## src/rtl/id_ex_stage.sv

```systemverilog
// ID/EX pipeline register with load-use bubble insertion, flush/stall handling
// and a saturating count of inserted bubbles.
module id_ex_stage #(
  parameter int unsigned DATA_W = 32,
  parameter int unsigned CTRL_W = 16,
  parameter int unsigned RA_W   = 5,
  parameter int unsigned CNT_W  = 16
) (
  input  logic              clk,
  input  logic              rst,
  input  logic              id_valid,
  input  logic [DATA_W-1:0] id_pc,
  input  logic [DATA_W-1:0] id_rs1_data,
  input  logic [DATA_W-1:0] id_rs2_data,
  input  logic [DATA_W-1:0] id_imm,
  input  logic [CTRL_W-1:0] id_ctrl,
  input  logic [RA_W-1:0]   id_rs1,
  input  logic [RA_W-1:0]   id_rs2,
  input  logic [RA_W-1:0]   id_rd,
  input  logic              id_rd_wren,
  input  logic              id_mem_rd,
  input  logic              id_mem_wren,
  input  logic              ex_stall,
  input  logic              flush,
  input  logic              cnt_clr,
  output logic              ex_valid,
  output logic              ex_rd_wren,
  output logic              ex_mem_rd,
  output logic              ex_mem_wren,
  output logic [DATA_W-1:0] ex_pc,
  output logic [DATA_W-1:0] ex_rs1_data,
  output logic [DATA_W-1:0] ex_rs2_data,
  output logic [DATA_W-1:0] ex_imm,
  output logic [CTRL_W-1:0] ex_ctrl,
  output logic [RA_W-1:0]   ex_rs1,
  output logic [RA_W-1:0]   ex_rs2,
  output logic [RA_W-1:0]   ex_rd,
  output logic              hold_req,
  output logic [CNT_W-1:0]  bubble_cnt
);

  logic              r_valid;
  logic              r_rd_wren;
  logic              r_mem_rd;
  logic              r_mem_wren;
  logic [DATA_W-1:0] r_pc;
  logic [DATA_W-1:0] r_rs1_data;
  logic [DATA_W-1:0] r_rs2_data;
  logic [DATA_W-1:0] r_imm;
  logic [CTRL_W-1:0] r_ctrl;
  logic [RA_W-1:0]   r_rs1;
  logic [RA_W-1:0]   r_rs2;
  logic [RA_W-1:0]   r_rd;
  logic [CNT_W-1:0]  r_cnt;

  logic w_load_use;
  logic w_bubble;
  logic w_cnt_sat;

  // A load in EX whose result is needed by the instruction in ID; x0 never counts.
  always_comb begin
    w_load_use = r_valid & r_mem_rd & (r_rd != '0) & id_valid &
                 ((r_rd == id_rs1) | (r_rd == id_rs2));
    w_bubble   = flush | (~ex_stall & w_load_use);
    w_cnt_sat  = (r_cnt == '1);
  end

  assign hold_req = ~flush & (ex_stall | w_load_use);

  // Payload only moves on a normal load; control bits are cleared on flush/bubble.
  always_ff @(posedge clk or posedge rst) begin
    if (rst) begin
      r_valid    <= 1'b0;
      r_rd_wren  <= 1'b0;
      r_mem_rd   <= 1'b0;
      r_mem_wren <= 1'b0;
      r_pc       <= '0;
      r_rs1_data <= '0;
      r_rs2_data <= '0;
      r_imm      <= '0;
      r_ctrl     <= '0;
      r_rs1      <= '0;
      r_rs2      <= '0;
      r_rd       <= '0;
    end else if (flush || (!ex_stall && w_load_use)) begin
      r_valid    <= 1'b0;
      r_rd_wren  <= 1'b0;
      r_mem_rd   <= 1'b0;
      r_mem_wren <= 1'b0;
    end else if (!ex_stall) begin
      r_valid    <= id_valid;
      r_rd_wren  <= id_rd_wren & id_valid;
      r_mem_rd   <= id_mem_rd & id_valid;
      r_mem_wren <= id_mem_wren & id_valid;
      r_pc       <= id_pc;
      r_rs1_data <= id_rs1_data;
      r_rs2_data <= id_rs2_data;
      r_imm      <= id_imm;
      r_ctrl     <= id_ctrl;
      r_rs1      <= id_rs1;
      r_rs2      <= id_rs2;
      r_rd       <= id_rd;
    end
  end

  // Saturating bubble counter; clear wins over increment.
  always_ff @(posedge clk or posedge rst) begin
    if (rst) begin
      r_cnt <= '0;
    end else if (cnt_clr) begin
      r_cnt <= '0;
    end else if (w_bubble && !w_cnt_sat) begin
      r_cnt <= r_cnt + CNT_W'(1);
    end
  end

  assign ex_valid    = r_valid;
  assign ex_rd_wren  = r_rd_wren;
  assign ex_mem_rd   = r_mem_rd;
  assign ex_mem_wren = r_mem_wren;
  assign ex_pc       = r_pc;
  assign ex_rs1_data = r_rs1_data;
  assign ex_rs2_data = r_rs2_data;
  assign ex_imm      = r_imm;
  assign ex_ctrl     = r_ctrl;
  assign ex_rs1      = r_rs1;
  assign ex_rs2      = r_rs2;
  assign ex_rd       = r_rd;
  assign bubble_cnt  = r_cnt;

endmodule

```

## config.mk

```make
export PLATFORM = sky130hd
export DESIGN_NAME = id_ex_stage
export DESIGN_NICKNAME = d
export VERILOG_FILES = /design/src/rtl/id_ex_stage.sv
export SDC_FILE = /design/constraint.sdc
export NUM_CORES = 1
export LEC_CHECK = 0
export BUFFER_PORTS_ARGS = -buffer_cell sky130_fd_sc_hd__buf_2
export CAP_MARGIN = 25
export CORE_MARGIN = 5
export CORE_UTILIZATION = 44
export CTS_BUF_LIST = sky130_fd_sc_hd__clkbuf_8
export DETAILED_ROUTE_END_ITERATION = 10
export PLACE_DENSITY = 0.78
export SETUP_SLACK_MARGIN = 0.4
export SLEW_MARGIN = 20
export SYNTH_ARGS = -nofsm -noshare
export SYNTH_HDL_FRONTEND = slang
export SYNTH_SLANG_ARGS = --single-unit
```

## constraint.sdc

```tcl
create_clock -name clk -period 5.75 [get_ports clk]
set_input_delay 0.575 -clock clk [delete_from_list [all_inputs] [get_ports clk]]
set_output_delay 0.575 -clock clk [all_outputs]
set_load 0.01 [all_outputs]
```

Word level (Yosys, flattened, before mapping)
Cells that the tools add are included.

Flip-flop bits (word level): 179. Input bits: 168. Output and inout bits: 180. Logic and storage cells: 51.

Add/sub/neg operators: 1. Equality and inequality tests: 4. Multiplexer cells: 10. Bitwise logic cells: 15. Reduce and logical (&&, ||, !) cells: 8.

Operators by type and width (number): $mux 16 (2); $add 16x1->16 const B (1); $eq 16x16->1 const B (1); $eq 5x5->1 (2); $and 1x1->1 (9); $mux 1 (8); $reduce_bool 5->1 (1); $not 1->1 (3); $or 1x1->1 (3); $logic_and 1x1->1 (2); $logic_not 1->1 (2); $ne 2x1->1 const B (1); $reduce_and 2->1 (1); $reduce_bool 2->1 (1); $logic_or 1x1->1 (1).

Depth between registers and ports, before layout
Depth in word-level cells: 9. Mapped depth: 9. Depth with buffers taken out: 7.

Worst setup path before layout
No wires, ideal clock.

Path type: input to register. From: input id_rs1[4]. To: register r_ctrl[15], in the netlist ex_ctrl[15]. Library setup time: 0.125 ns. Arrival: 2.009 ns. Data required time: 5.625 ns. Slack: 3.616 ns. Stages: 9. Path buffers: 3. Path through: xnor2_1 > nand3_1 > o22ai_4 > a21oi_2 > and2_1 > buf_2 > buf_6 > buf_6 > mux2_4.

Word-level cells in the longest chain between the ends: 7.

RTL lines: from (decl) (RTL line 17) `input logic [RA_W-1:0] id_rs1,`; $eq 5x5->1 (RTL line 63) `((r_rd == id_rs1) | (r_rd == id_rs2));`; $or 1x1->1 (RTL line 63); $and 1x1->1 (RTL line 62) `w_load_use = r_valid & r_mem_rd & (r_rd != '0) & id_valid &`; $logic_and 1x1->1 (RTL line 85) `end else if (flush || (!ex_stall && w_load_use)) begin`; $logic_or 1x1->1 (RTL line 85); $not 1->1 (no source line); $reduce_and 2->1 (no source line); to (signal assigned) (RTL line 99) `r_ctrl <= id_ctrl;`; to (decl) (RTL line 50) `logic [CTRL_W-1:0] r_ctrl;`.

No other way between the ends. A chain may end at the register's enable or synchronous reset.

Worst setup path after layout
From: register r_rd[0], in the netlist ex_rd[0]. To: register r_pc[24], in the netlist ex_pc[24].

Word-level cells in the longest chain between the ends: 8. Elaborated cells between the ends (all ways): 11. Those cells by class: eq/ne: 2; bitwise: 5; reduce/logical: 4.

RTL lines: from (decl) (RTL line 53) `logic [RA_W-1:0] r_rd;`; from (signal assigned) (RTL line 102) `r_rd <= id_rd;`; $reduce_bool 5->1 (RTL line 62); $and 1x1->1 (2 in a row) (RTL line 62); $and 1x1->1 * (RTL line 62); $logic_and 1x1->1 * (RTL line 85); $logic_or 1x1->1 * (RTL line 85); $not 1->1 (no source line) *; $reduce_and 2->1 (no source line) *; to (signal assigned) (RTL line 95) `r_pc <= id_pc;`; to (decl) (RTL line 46) `logic [DATA_W-1:0] r_pc;`.

Mark *: on every way between the ends. The rest lies on a longest branch, timed or not.

==> results.json <==
{
  "dr.pass1.iters": 4,
  "max_freq_mhz": 335,
  "combPwrFrac_pct": 21.6,
  "setup_viol": 0,
  "yosysWarningCount": 0,
  "rsz0062_at_grt": "no",
  "die_h_um": 142,
  "syn2layout_area_growth_pct": 30.5,
  "grt_pass1_vias": 5717,
  "dieArea_mm2": 0.0200,
  "reg2reg_depth": 7,
  "synth_edf_count": 0,
  "drv_cap": 0,
  "wl_um": 19700,
  "fp.dieW_um": 142,
  "grt_antenna_before_repair": 1,
  "nets": 995,
  "wl_per_cell_um": 18.5,
  "hold_buffers": 0,
  "p_clk_share_pct": 29.8,
  "floorplan.initialDensity_pct": 44.5,
  "hold_path_class": "input pin to register",
  "syn_inst": 481,
  "cts_max_path_buffers": 2,
  "fin_crit_sh_pct": 51.9,
  "cellLeakagePower_nw": 4.99,
  "cts_tree": "yes",
  "drive_gt1_share_pct": 65.9,
  "internal_power_mw": 2.26,
  "slew_viol_final": 0,
  "setup_ws_ps": 2770,
  "row_count": 48,
  "drc_errors": 0,
  "finClkSkew_ps": 14.5,
  "clk_latency_ps": 450,
  "synth_area_mm2": 0.00762,
  "core_mm2": 0.0171,
  "required_ps": 6090,
  "io_buffer_count": 347,
  "power.density_mw_per_mm2": 316,
  "grt_max_degree": 180,
  "vias": 5226,
  "place_ws_ps": 2570,
  "multiInputGateArea_mm2": 0.00292,
  "hold_depth": 2,
  "ys_types": 35,
  "placed_area_mm2": 0.00950,
  "cp-end-kind": "register",
  "crit_arrival_ps": 3320,
  "hold_viol_final": 0,
  "htree_levels": 4,
  "status": "finished clean",
  "grt_usage_pct": 19.5,
  "yosys_most_used_dff": "dfrtp_1",
  "syn_area_per_cell_um2": 15.8,
  "diodes": 0,
  "worstMarginPinSlew_ps": 1050,
  "tns_ps": 0,
  "irDropWorstVdd_mv": 0.171,
  "grt_pass1_wl_um": 30900,
  "clk_root_buffer_cell": "clkbuf_8",
  "p_sw_mw": 0.886,
  "gr-total-overflow": 0,
  "path_class": "register to register",
  "timing.hold.ws_ps": 343,
  "place.gp.congestion": 0.826,
  "fin_crit_ps": 2980,
  "cts_setup_buffers": 0,
  "viasPerCell": 4.91,
  "ant_nets": 0,
  "cp-start-kind": "register",
  "seq_area_mm2": 0.00448,
  "switching_share_pct": 28.2,
  "cts_made_buffers": 17,
  "synthArstFlopShare_pct": 100,
  "n_fill_cell": 1398,
  "cts_resized": 0,
  "p_seq_share_pct": 48.6,
  "worstPathMaxFanout": 61,
  "ios": 348,
  "ys_seq_area_share_pct": 58.8,
  "syn-num-nets": 650,
  "slew_headroom_pct": 30.0,
  "hpwl_um": 14700,
  "cts_sinks": 179,
  "clkTransAtPathRegs_ps": 100,
  "first_iter_violations": 214,
  "ys_seq_elements": 179,
  "final_area_mm2": 0.00994
}
sequential cells by signal, summed over array words and instances (netlist names):
name         flops
ex_rd_wren       1
ex_ctrl         16
ex_valid         1
ex_rs1_data     32
ex_rs1           5
ex_mem_rd        1
ex_mem_wren      1
ex_rd            5
ex_rs2           5
ex_imm          32
ex_rs2_data     32
ex_pc           32
bubble_cnt      16
metal layers:
layer | part of all wire [%] | global-route usage, %
met5 | 0.036 | 0
met3 | 8.2 | 6.27
met4 | 2.2 | 6.11
met2 | 51 | 33.8
met1 | 38 | 23.1
cells in the mapped netlist (7+ instances only):
cell type / n / area share [%]
xnor2_1: 10 / 1.1
buf_6: 13 / 1.9
mux2_2: 51 / 7.5
or4_1: 9 / 0.89
a21oi_1: 14 / 0.92
mux2_4: 110 / 22
nand2_1: 12 / 0.59
nand3_1: 8 / 0.53
inv_1: 7 / 0.34
nor2_1: 11 / 0.54
buf_2: 7 / 0.46
dfrtp_1: 179 / 59
o31ai_1: 10 / 0.99
kinds of logic (layout without fill, tap and decap cells):
family / count (synthesis) / in the layout / share of synthesized area, %
xor gates and xnor gates: 10 / 10 / 1.15
AOI/OAI and AO/OA: 37 / 37 / 3.33
DFF: 179 / 179 / 58.8
buffers and inverters: 32 / 390 / 3.02
adders and majority gates: 1 / 1 / 0.164
and+or+nand+nor: 61 / 61 / 4.33
muxes: 161 / 161 / 29.2
area by class of cell:
type,count,area share [%]
inverters,7,0.302
clock inverters,14,1.90
repair buffers,351,18.0
clock buffers,18,2.49
multi-input cells,270,29.4
well taps,225,2.83
flip-flops and latches,179,45.1
path summary, 6_finish.rpt:
check                                start           to  slack [ps]
worst max-delay path              ex_rd[0]    ex_pc[24]        2770
worst min-delay path            id_imm[18]   ex_imm[18]         340
worst max register to register    ex_rd[0]    ex_pc[24]        2770
worst min register to register   ex_pc[29]    ex_pc[29]         510
max in group asynchronous              rst    ex_pc[10]        4650
min in group asynchronous              rst  ex_ctrl[13]         370
critical path: stages (launching register included):
cell and delay, ps:
dfrtp_1 480, xnor2_1 180, nand3_1 140, o22ai_4 120, a21oi_2 150, and2_4 800, buf_4 530, mux2_2 380
cell usage in the layout, fill, tap and decap left out, types with 3 or more instances in the layout:
master,Yosys,routed
a21oi_1,14,14
a22oi_1,3,3
buf_2,7,347
bufinv_16,0,3
clkbuf_8,0,18
dfrtp_1,179,179
inv_1,7,6
inv_6,0,5
inv_8,0,3
mux2_2,51,51
mux2_4,110,110
nand2_1,12,12
nand3_1,8,8
nand4_1,5,5
nor2_1,11,10
nor3_1,4,4
o31ai_1,10,10
or4_1,9,9
xnor2_1,10,10
power groups by stage:
stage                     Sequential, mW  Combinational (mW)  Clock (mW)
after floorplan                     1.62               0.309           0
after global placement              1.54               0.674           0
after detailed placement            1.55               0.688           0
after CTS                           1.53               0.690       0.974
after global routing                1.55               0.728        1.02
final                               1.53               0.678       0.937
through the flow:
stage          power [mW]  cells  util (%)
2_1_floorplan        1.93    481         -
3_3_place_gp         2.21   1032      55.5
3_5_place_dp         2.24   1032      55.5
4_1_cts              3.19   1064      58.0
5_1_grt              3.30   1064      58.1
6_report             3.14   1064      58.1
No activity file was read; power rests on OpenSTA's default activity.
